### config.mk
export PLATFORM = sky130hd
export DESIGN_NAME = fetch_unit
export DESIGN_NICKNAME = d
export VERILOG_FILES = /design/src/rtl/fetch_unit.sv
export SDC_FILE = /design/constraint.sdc
export NUM_CORES = 1
export LEC_CHECK = 0
export BUFFER_PORTS_ARGS = -buffer_cell sky130_fd_sc_hd__buf_2
export CAP_MARGIN = 15
export CORE_MARGIN = 5
export CORE_UTILIZATION = 50
export DETAILED_ROUTE_END_ITERATION = 12
export PLACE_DENSITY = 0.78
export SLEW_MARGIN = 20
export SYNTH_ARGS = -nofsm -noshare
export SYNTH_HDL_FRONTEND = slang
export SYNTH_SLANG_ARGS = --single-unit
### constraint.sdc
create_clock -name Clk -period 3.4 [get_ports Clk]
set_input_delay 0.51 -clock Clk [delete_from_list [all_inputs] [get_ports Clk]]
set_output_delay 0.51 -clock Clk [all_outputs]
set_load 0.005 [all_outputs]
### src/rtl/fetch_unit.sv
// Program-counter / fetch stage: LOAD/RUN/HALT sequencing with a writable branch-target LUT.
// Define FETCH_PERF_CNT_EN to build the saturating cycle and taken-branch counters.
module fetch_unit #(
    parameter int PC_W   = 10,
    parameter int LUT_AW = 2
) (
    input  logic              Clk,
    input  logic              Reset_n,
    input  logic              Start,
    input  logic              ConditionalJump,
    input  logic              BranchAbsOrRel,
    input  logic [1:0]        BranchConditions,
    input  logic [LUT_AW-1:0] PCTarg,
    input  logic              Ack,
    input  logic              FlagEq,
    input  logic              FlagLt,
    input  logic              LutWrEn,
    input  logic [LUT_AW-1:0] LutWrAddr,
    input  logic [PC_W-1:0]   LutWrData,
    output logic [PC_W-1:0]   ProgCtr,
    output logic              Running,
    output logic              Done,
    output logic [15:0]       CycleCount,
    output logic [15:0]       TakenCount
);
    localparam int LUT_D = 2**LUT_AW;
    localparam logic [PC_W-1:0] PC_ONE = 1;

    typedef enum logic [1:0] {S_LOAD, S_RUN, S_HALT} state_t;

    state_t          r_state;
    logic [PC_W-1:0] r_pc;
    logic            r_running;
    logic            r_done;
    logic [PC_W-1:0] r_lut [LUT_D];

    logic            w_cond_ok;
    logic            w_taken;
    logic [PC_W-1:0] w_lut_val;
    logic [PC_W-1:0] w_target;

    always_comb begin
        w_cond_ok = 1'b0;
        case (BranchConditions)
            2'b00:   w_cond_ok = 1'b1;
            2'b01:   w_cond_ok = FlagEq;
            2'b10:   w_cond_ok = FlagLt;
            default: w_cond_ok = !FlagEq;
        endcase
    end

    // Relative targets use the LUT entry as a two's-complement offset; modulo wrap is free.
    assign w_lut_val = r_lut[PCTarg];
    assign w_target  = BranchAbsOrRel ? (r_pc + w_lut_val) : w_lut_val;
    assign w_taken   = (r_state == S_RUN) && !Start && !Ack && ConditionalJump && w_cond_ok;

    always_ff @(posedge Clk or negedge Reset_n) begin
        if (!Reset_n) begin
            for (int i = 0; i < LUT_D; i++) r_lut[i] <= '0;
        end else if (LutWrEn) begin
            r_lut[LutWrAddr] <= LutWrData;
        end
    end

    always_ff @(posedge Clk or negedge Reset_n) begin
        if (!Reset_n) begin
            r_state   <= S_LOAD;
            r_pc      <= '0;
            r_running <= 1'b0;
            r_done    <= 1'b0;
        end else begin
            case (r_state)
                S_LOAD: begin
                    r_pc <= '0;
                    if (!Start) begin
                        r_state   <= S_RUN;
                        r_running <= 1'b1;
                    end
                end
                S_RUN: begin
                    if (Start) begin
                        r_state   <= S_LOAD;
                        r_pc      <= '0;
                        r_running <= 1'b0;
                    end else if (Ack) begin
                        r_state   <= S_HALT;
                        r_running <= 1'b0;
                        r_done    <= 1'b1;
                    end else if (w_taken) begin
                        r_pc <= w_target;
                    end else begin
                        r_pc <= r_pc + PC_ONE;
                    end
                end
                S_HALT: begin
                    if (Start) begin
                        r_state <= S_LOAD;
                        r_pc    <= '0;
                        r_done  <= 1'b0;
                    end
                end
                default: begin
                    r_state   <= S_LOAD;
                    r_pc      <= '0;
                    r_running <= 1'b0;
                    r_done    <= 1'b0;
                end
            endcase
        end
    end

    assign ProgCtr = r_pc;
    assign Running = r_running;
    assign Done    = r_done;

`ifdef FETCH_PERF_CNT_EN
    logic [15:0] r_cycle_cnt;
    logic [15:0] r_taken_cnt;
    logic        w_run_start;

    assign w_run_start = (r_state == S_LOAD) && !Start;

    // Counters restart with each program launch and freeze outside RUN.
    always_ff @(posedge Clk or negedge Reset_n) begin
        if (!Reset_n) begin
            r_cycle_cnt <= '0;
            r_taken_cnt <= '0;
        end else if (w_run_start) begin
            r_cycle_cnt <= '0;
            r_taken_cnt <= '0;
        end else if (r_state == S_RUN) begin
            if (r_cycle_cnt != 16'hFFFF) r_cycle_cnt <= r_cycle_cnt + 16'd1;
            if (w_taken && (r_taken_cnt != 16'hFFFF)) r_taken_cnt <= r_taken_cnt + 16'd1;
        end
    end

    assign CycleCount = r_cycle_cnt;
    assign TakenCount = r_taken_cnt;
`else
    assign CycleCount = '0;
    assign TakenCount = '0;
`endif

endmodule

# [After elaboration in Yosys (flattened, before gate mapping)]
# Cells that the tools add are included.
# W data, S select, Z words.
[totals] output_inout_bits=44 regBits=54 in_bits=25 elab_cells=67
[op_classes] add_sub_neg=2 n_mux=26 reduce_logical=14 magnitude_cmp=3 n_eq_ne=10 bitwise=4
[ops] cell="$mux W10" n=8
[ops] cell="$bwmux W40" n=1
[ops] cell="$bmux W10 S2" n=1
[ops] cell="$demux W10 S2" n=1
[ops] cell="$pmux W10 S2" n=1
[ops] cell="$add A10 B1 Y10 const B" n=1
[ops] cell="$add A10 B10 Y10" n=1
[ops] cell="$pmux W1 S3" n=3
[ops] cell="$mux W2" n=4
[ops] cell="$ne A2 B2 Y1 const B" n=4
[ops] cell="$ge A3 B3 Y1 const B" n=2
[ops] cell="$mux W1" n=6
[ops] cell="$ne A3 B3 Y1 const B" n=2
[ops] cell="$not A2 Y3" n=2
[ops] cell="$pmux W2 S3" n=1
[ops] cell="$reduce_and A3 Y1" n=2
[ops] cell="$logic_and A1 B1 Y1" n=5
[ops] cell="$eq A2 B1 Y1 const B" n=2
[ops] cell="$eq A2 B2 Y1 const B" n=2
[ops] cell="$logic_not A2 Y1" n=2
[ops] cell="$reduce_and A4 Y1" n=1
[ops] cell="$logic_not A1 Y1" n=3
[ops] cell="$lt A3 B1 Y1 const B" n=1
[ops] cell="$not A1 Y1" n=2
[ops] cell="$reduce_and A2 Y1" n=1

# [Longest topological paths before layout]
[logic_depth] depth_word=10 ltp_mapped=12 depth_no_buf=11

# [Worst setup path before layout]
# OpenSTA, ideal clock, no wires.
[synth_timing] kind="in2reg" start="input port PCTarg[0]" end="register r_pc[9] (netlist: ProgCtr[9])" path_stages=9 slack_ps=436 n_path_buf=1 required_ps=3259 setup_time_ps=141 arrival_time_ps=2824 cell_sequence="buf_2 > mux4_2 > ha_1 > a21o_1 > a31o_1 > or4_1 > nand4_1 > xor2_1 > o221ai_1"
[synth_between] elab_chain_len=10
[synth_lines] element="start: declaration" line="13" source="input logic [LUT_AW-1:0] PCTarg,"
[synth_lines] element="$not A2 Y3 (not written as such) (*)" line="53" source="assign w_lut_val = r_lut[PCTarg];"
[synth_lines] element="$bmux W10 S2 (*)" line="53"
[synth_lines] element="$mux W10 (not written as such) (*) (2 in series)" line="53"
[synth_lines] element="$add A10 B10 Y10" line="54" source="assign w_target = BranchAbsOrRel ? (r_pc + w_lut_val) : w_lut_val;"
[synth_lines] element="$mux W10 (*)" line="54"
[synth_lines] element="$mux W10 (*)" line="89" source="end else if (w_taken) begin"
[synth_lines] element="$mux W10 (*)" line="85" source="end else if (Ack) begin"
[synth_lines] element="$mux W10 (*)" line="81" source="if (Start) begin"
[synth_lines] element="$pmux W10 S2 (*)" line="72" source="case (r_state)"
[synth_lines] element="end signal: assignment" line="90" source="r_pc <= w_target;"
[synth_lines] element="end signal: assignment" line="92" source="r_pc <= r_pc + PC_ONE;"
[synth_lines] element="end: declaration" line="32" source="logic [PC_W-1:0] r_pc;"
# Mark *: on every way between the ends. The rest lies on a longest branch, timed or not. The select of a mux whose other input is x is not followed.
# A chain may end at the register's enable or synchronous reset.

# [Worst setup path in the final report]
# Ends and elaborated chain as after synthesis.

==> results.md <==
- Peak Freq: 355.4 MHz
- Max incr delay on CP: 560 ps
- GPL Wtd Cong: 0.8418
- Least-Margin Pin Slew: 672.6 ps
- Max VDD drop: 0.3224 mV
- WP buf/inv: 1
- Gate power share: 24.7%
- Mux cell area share after synthesis: 23.05%
- Xor and xnor fraction of the mapped netlist area: 2.141%
- Core footprint: 6350 µm²
- Sequential share of power: 50.4%
- Crit-path max FO: 8
- Initial antenna violation count: 0
- Met1 usage: 21.34%
- Largest family of logic cells by synthesized area: multiplexers
- IO Pins: 69
- Max Slew Vio Count: 0
- Clock slew at reported path FFs: 110 ps
- Drc violations: 0
- Via count: 2303
- Rows: 29
- Placed cell area: 3432 µm²
- Minimum clock period: 2814 ps
- Drt via density: 5.700
- Startpoint Class: primary input
- Gr ovfl total: 0
- Worst-skew pair later-pin latency: 320 ps
- Family with the most delay on the worst path: simple AND/OR/NAND/NOR gates
- GR peak layer: met2
- Post_cts resized: 0
- Total GRT Usage: 16.99%
- Critical path class: primary input to register
- Max clock buf depth: 2
- Initial DRC Count: 62
- Synth unique cells: 50
- Port bufs: 36
- Pint: 1.102 mW
- RR Startpoint: r_lut[11]$_DFFE_PN0P_
- Pwr Density: 448.8 nW/µm²
- Worst R2R Path Depth: 10
- Vias in the first global route: 2365
- Max cap viols: 0
- Crit end category: register
- Syn avg cell area: 11.40 µm²
- Crit-path slowest cell: mux4_2
- CP cell instances: buf_2, mux4_2, ha_1, a21o_1, a31o_1, or4_1, nand4_1, xor2_1, o221ai_1
- Unrepaired setup endpoints after global routing: no
- Final setup violating endpoints: 0
- Post-synth EDFFs: 0
- Post-DP HPWL: 5225 µm
- Worst EP required: 3580 ps
- Number of cells on the critical path: 9
- Clock Skew: 5.356 ps
- Worst Hold Class: primary input to async pin
- First-pass GRT wire length: 11520 µm
- Inserted Clock Buffers: 5
- Number of routed nets with antenna violations: 0
- Total chip power: 1.584 mW
- H-tree depth: 2
- Filler Cell Count: 545
- P_sw: 482.0 µW
- Yosys warnings: 0
- Final WL: 6822 µm
- Critical path arrival: 3000 ps
- Fraction of layout cells with a size suffix above 1: 31.80%
- Seq/Total Area, Yosys: 41.28%
- Final hold violation count: 0
- CTS tree: done
- Antenna Cells: 0
- Nets@finish: 362
- Wirelength per Cell: 16.89 µm
- Synth Area in Adders: 4.434%
- Post-CTS setup buffers: 0
- Max_slew headroom: 54.53%
- Die Y: 90.91 µm
- Reg2reg end: ProgCtr[9]$_DFFE_PN0P_
- FFs w/ async S/R, synth: 100.0%
- Initial DRT Pass Iterations: 4
- Leak Pwr: 1.630 nW
- Post-CTS Hold Fix Bufs: 0
- Switching Share: 30.43%
- Post-synthesis compound-gate area fraction: 10.63%
- Setup TNS: 0 ps
- Status: completed
- Largest net degree at the start of global routing: 20
- Area grow syn2layout: 7.837%
- CTS Root Cell: clkbuf_8
- Reg2Reg Setup Slack: 680 ps
- Seq cells post-synth: 54
- Clk sinks: 54
- Syn Inst Count: 287
- Synth Cell Area: 3273 µm²
- GRT met2 Usage: 29.36%
- Die Wd: 90.91 µm
- Grt met3 use: 3.583%
- Initial Util: 51.55%
- Clock share of power: 24.9%
- Die Area: 8265 µm²
- Tcrit/Tclk final: 82.77%
- Cell area after layout: 3530 µm²
- Simple-gate area share of the yosys netlist: 8.563%
- Most used DFF post-synth: dfrtp_1
-- state kept, by name, indices dropped and copies added (netlist names) --
register	flops
Done	1
ProgCtr	10
r_state	2
r_lut	40
Running	1
-- how the worst max path moves through the flow --
stage | from | to | slack (ps)
after floorplan | PCTarg[0] | ProgCtr[9]$_DFFE_PN0P_ | 440
final | PCTarg[0] | ProgCtr[9]$_DFFE_PN0P_ | 590
after CTS | PCTarg[0] | ProgCtr[9]$_DFFE_PN0P_ | 570
after global routing | PCTarg[0] | ProgCtr[9]$_DFFE_PN0P_ | 410
after detailed placement | PCTarg[0] | ProgCtr[9]$_DFFE_PN0P_ | 270
after global placement | PCTarg[0] | ProgCtr[9]$_DFFE_PN0P_ | 360
-- worst reg2reg max path, delay by kind of cell (launching register included) --
family / cells / cell delay, ps
buf+inv: 1 / 80
mux: 1 / 260
xor+xnor: 1 / 160
flops: 1 / 400
simple gates: 2 / 560
compound gates: 4 / 850
fa+ha+maj: 1 / 280
-- routing by layer --
| metal | wire length, µm | up-vias |
|---|---|---|
| met5 | 0 | - |
| li1 | - | 1072 |
| met2 | 3406 | 72 |
| met4 | 89 | 0 |
| met1 | 2908 | 1150 |
| met3 | 419 | 9 |
-- synthesized netlist by cell type (2+ instances only) --
library cell	count	area share [%]
a31oi_1	2	0.38
o21ai_0	14	2.1
o221ai_1	2	0.54
o31ai_1	2	0.46
a211oi_1	4	0.92
xnor2_1	4	1.1
mux4_2	9	6.2
buf_1	3	0.34
or2_2	2	0.38
nand2_1	11	1.3
nand3b_1	4	0.92
buf_4	32	7.3
o21a_1	2	0.46
nor2_1	5	0.57
nand2b_1	2	0.38
nand3_1	7	1.1
a21oi_1	9	1.4
inv_1	11	1.3
buf_2	4	0.61
mux2_2	41	14
ha_1	10	3.8
a21o_1	4	0.92
nor3_1	3	0.46
clkbuf_1	2	0.23
dfrtp_1	54	41
o22ai_1	2	0.38
and3_1	4	0.76
xor2_1	4	1.1
mux2i_1	9	2.8
nor3b_1	4	0.92
nand4_1	2	0.38
-- logic make-up after synthesis --
kind of cell	Yosys count
AND/OR/NAND/NOR	50
adder cells (fa/ha/maj)	11
multiplexers	59
other	1
flip-flops	54
XOR/XNOR	8
AO/OA/AOI/OAI	52
buffers and inverters	52
-- area by class of cell --
class                   count  area [µm²]  area share, %
multi-input cells         212        1718          48.67
flip-flops and latches     54        1351          38.28
repair buffers             42       225.2          6.381
well taps                  77       96.34          2.730
clock buffers               5       68.82          1.950
inverters                  11       41.29          1.170
clock inverters             3       28.78         0.8153
-- through the flow --
stage,util [%],std cells,hold WS (ps),setup WS (ps)
5_1_grt,55.59,404,137.5,414.6
3_3_place_gp,54.05,396,463.9,360.2
6_report,55.59,404,112.1,585.9
3_5_place_dp,54.05,396,472.0,269.1
2_1_floorplan,-,318,214.4,435.5
4_1_cts,55.59,404,121.3,574.0
-- layout by cell type, fill, tap and decap left out, drive strengths merged, types with 9 or more instances in the layout --
cell and count:
mux4 9, buf 42, mux2i 9, conb 32
a21oi 9, nand2 11, ha 10, dfrtp 54
inv 13, o21ai 14, mux2 41
-- power by group through the flow --
stage / clock, mW / sequential (mW) / combinational, mW
floorplan: 0 / 0.789 / 0.313
global placement: 0 / 0.803 / 0.372
detailed placement: 0 / 0.811 / 0.388
CTS: 0.404 / 0.797 / 0.392
global route: 0.433 / 0.811 / 0.433
finish: 0.395 / 0.799 / 0.391
No activity file was read; power rests on OpenSTA's default activity.
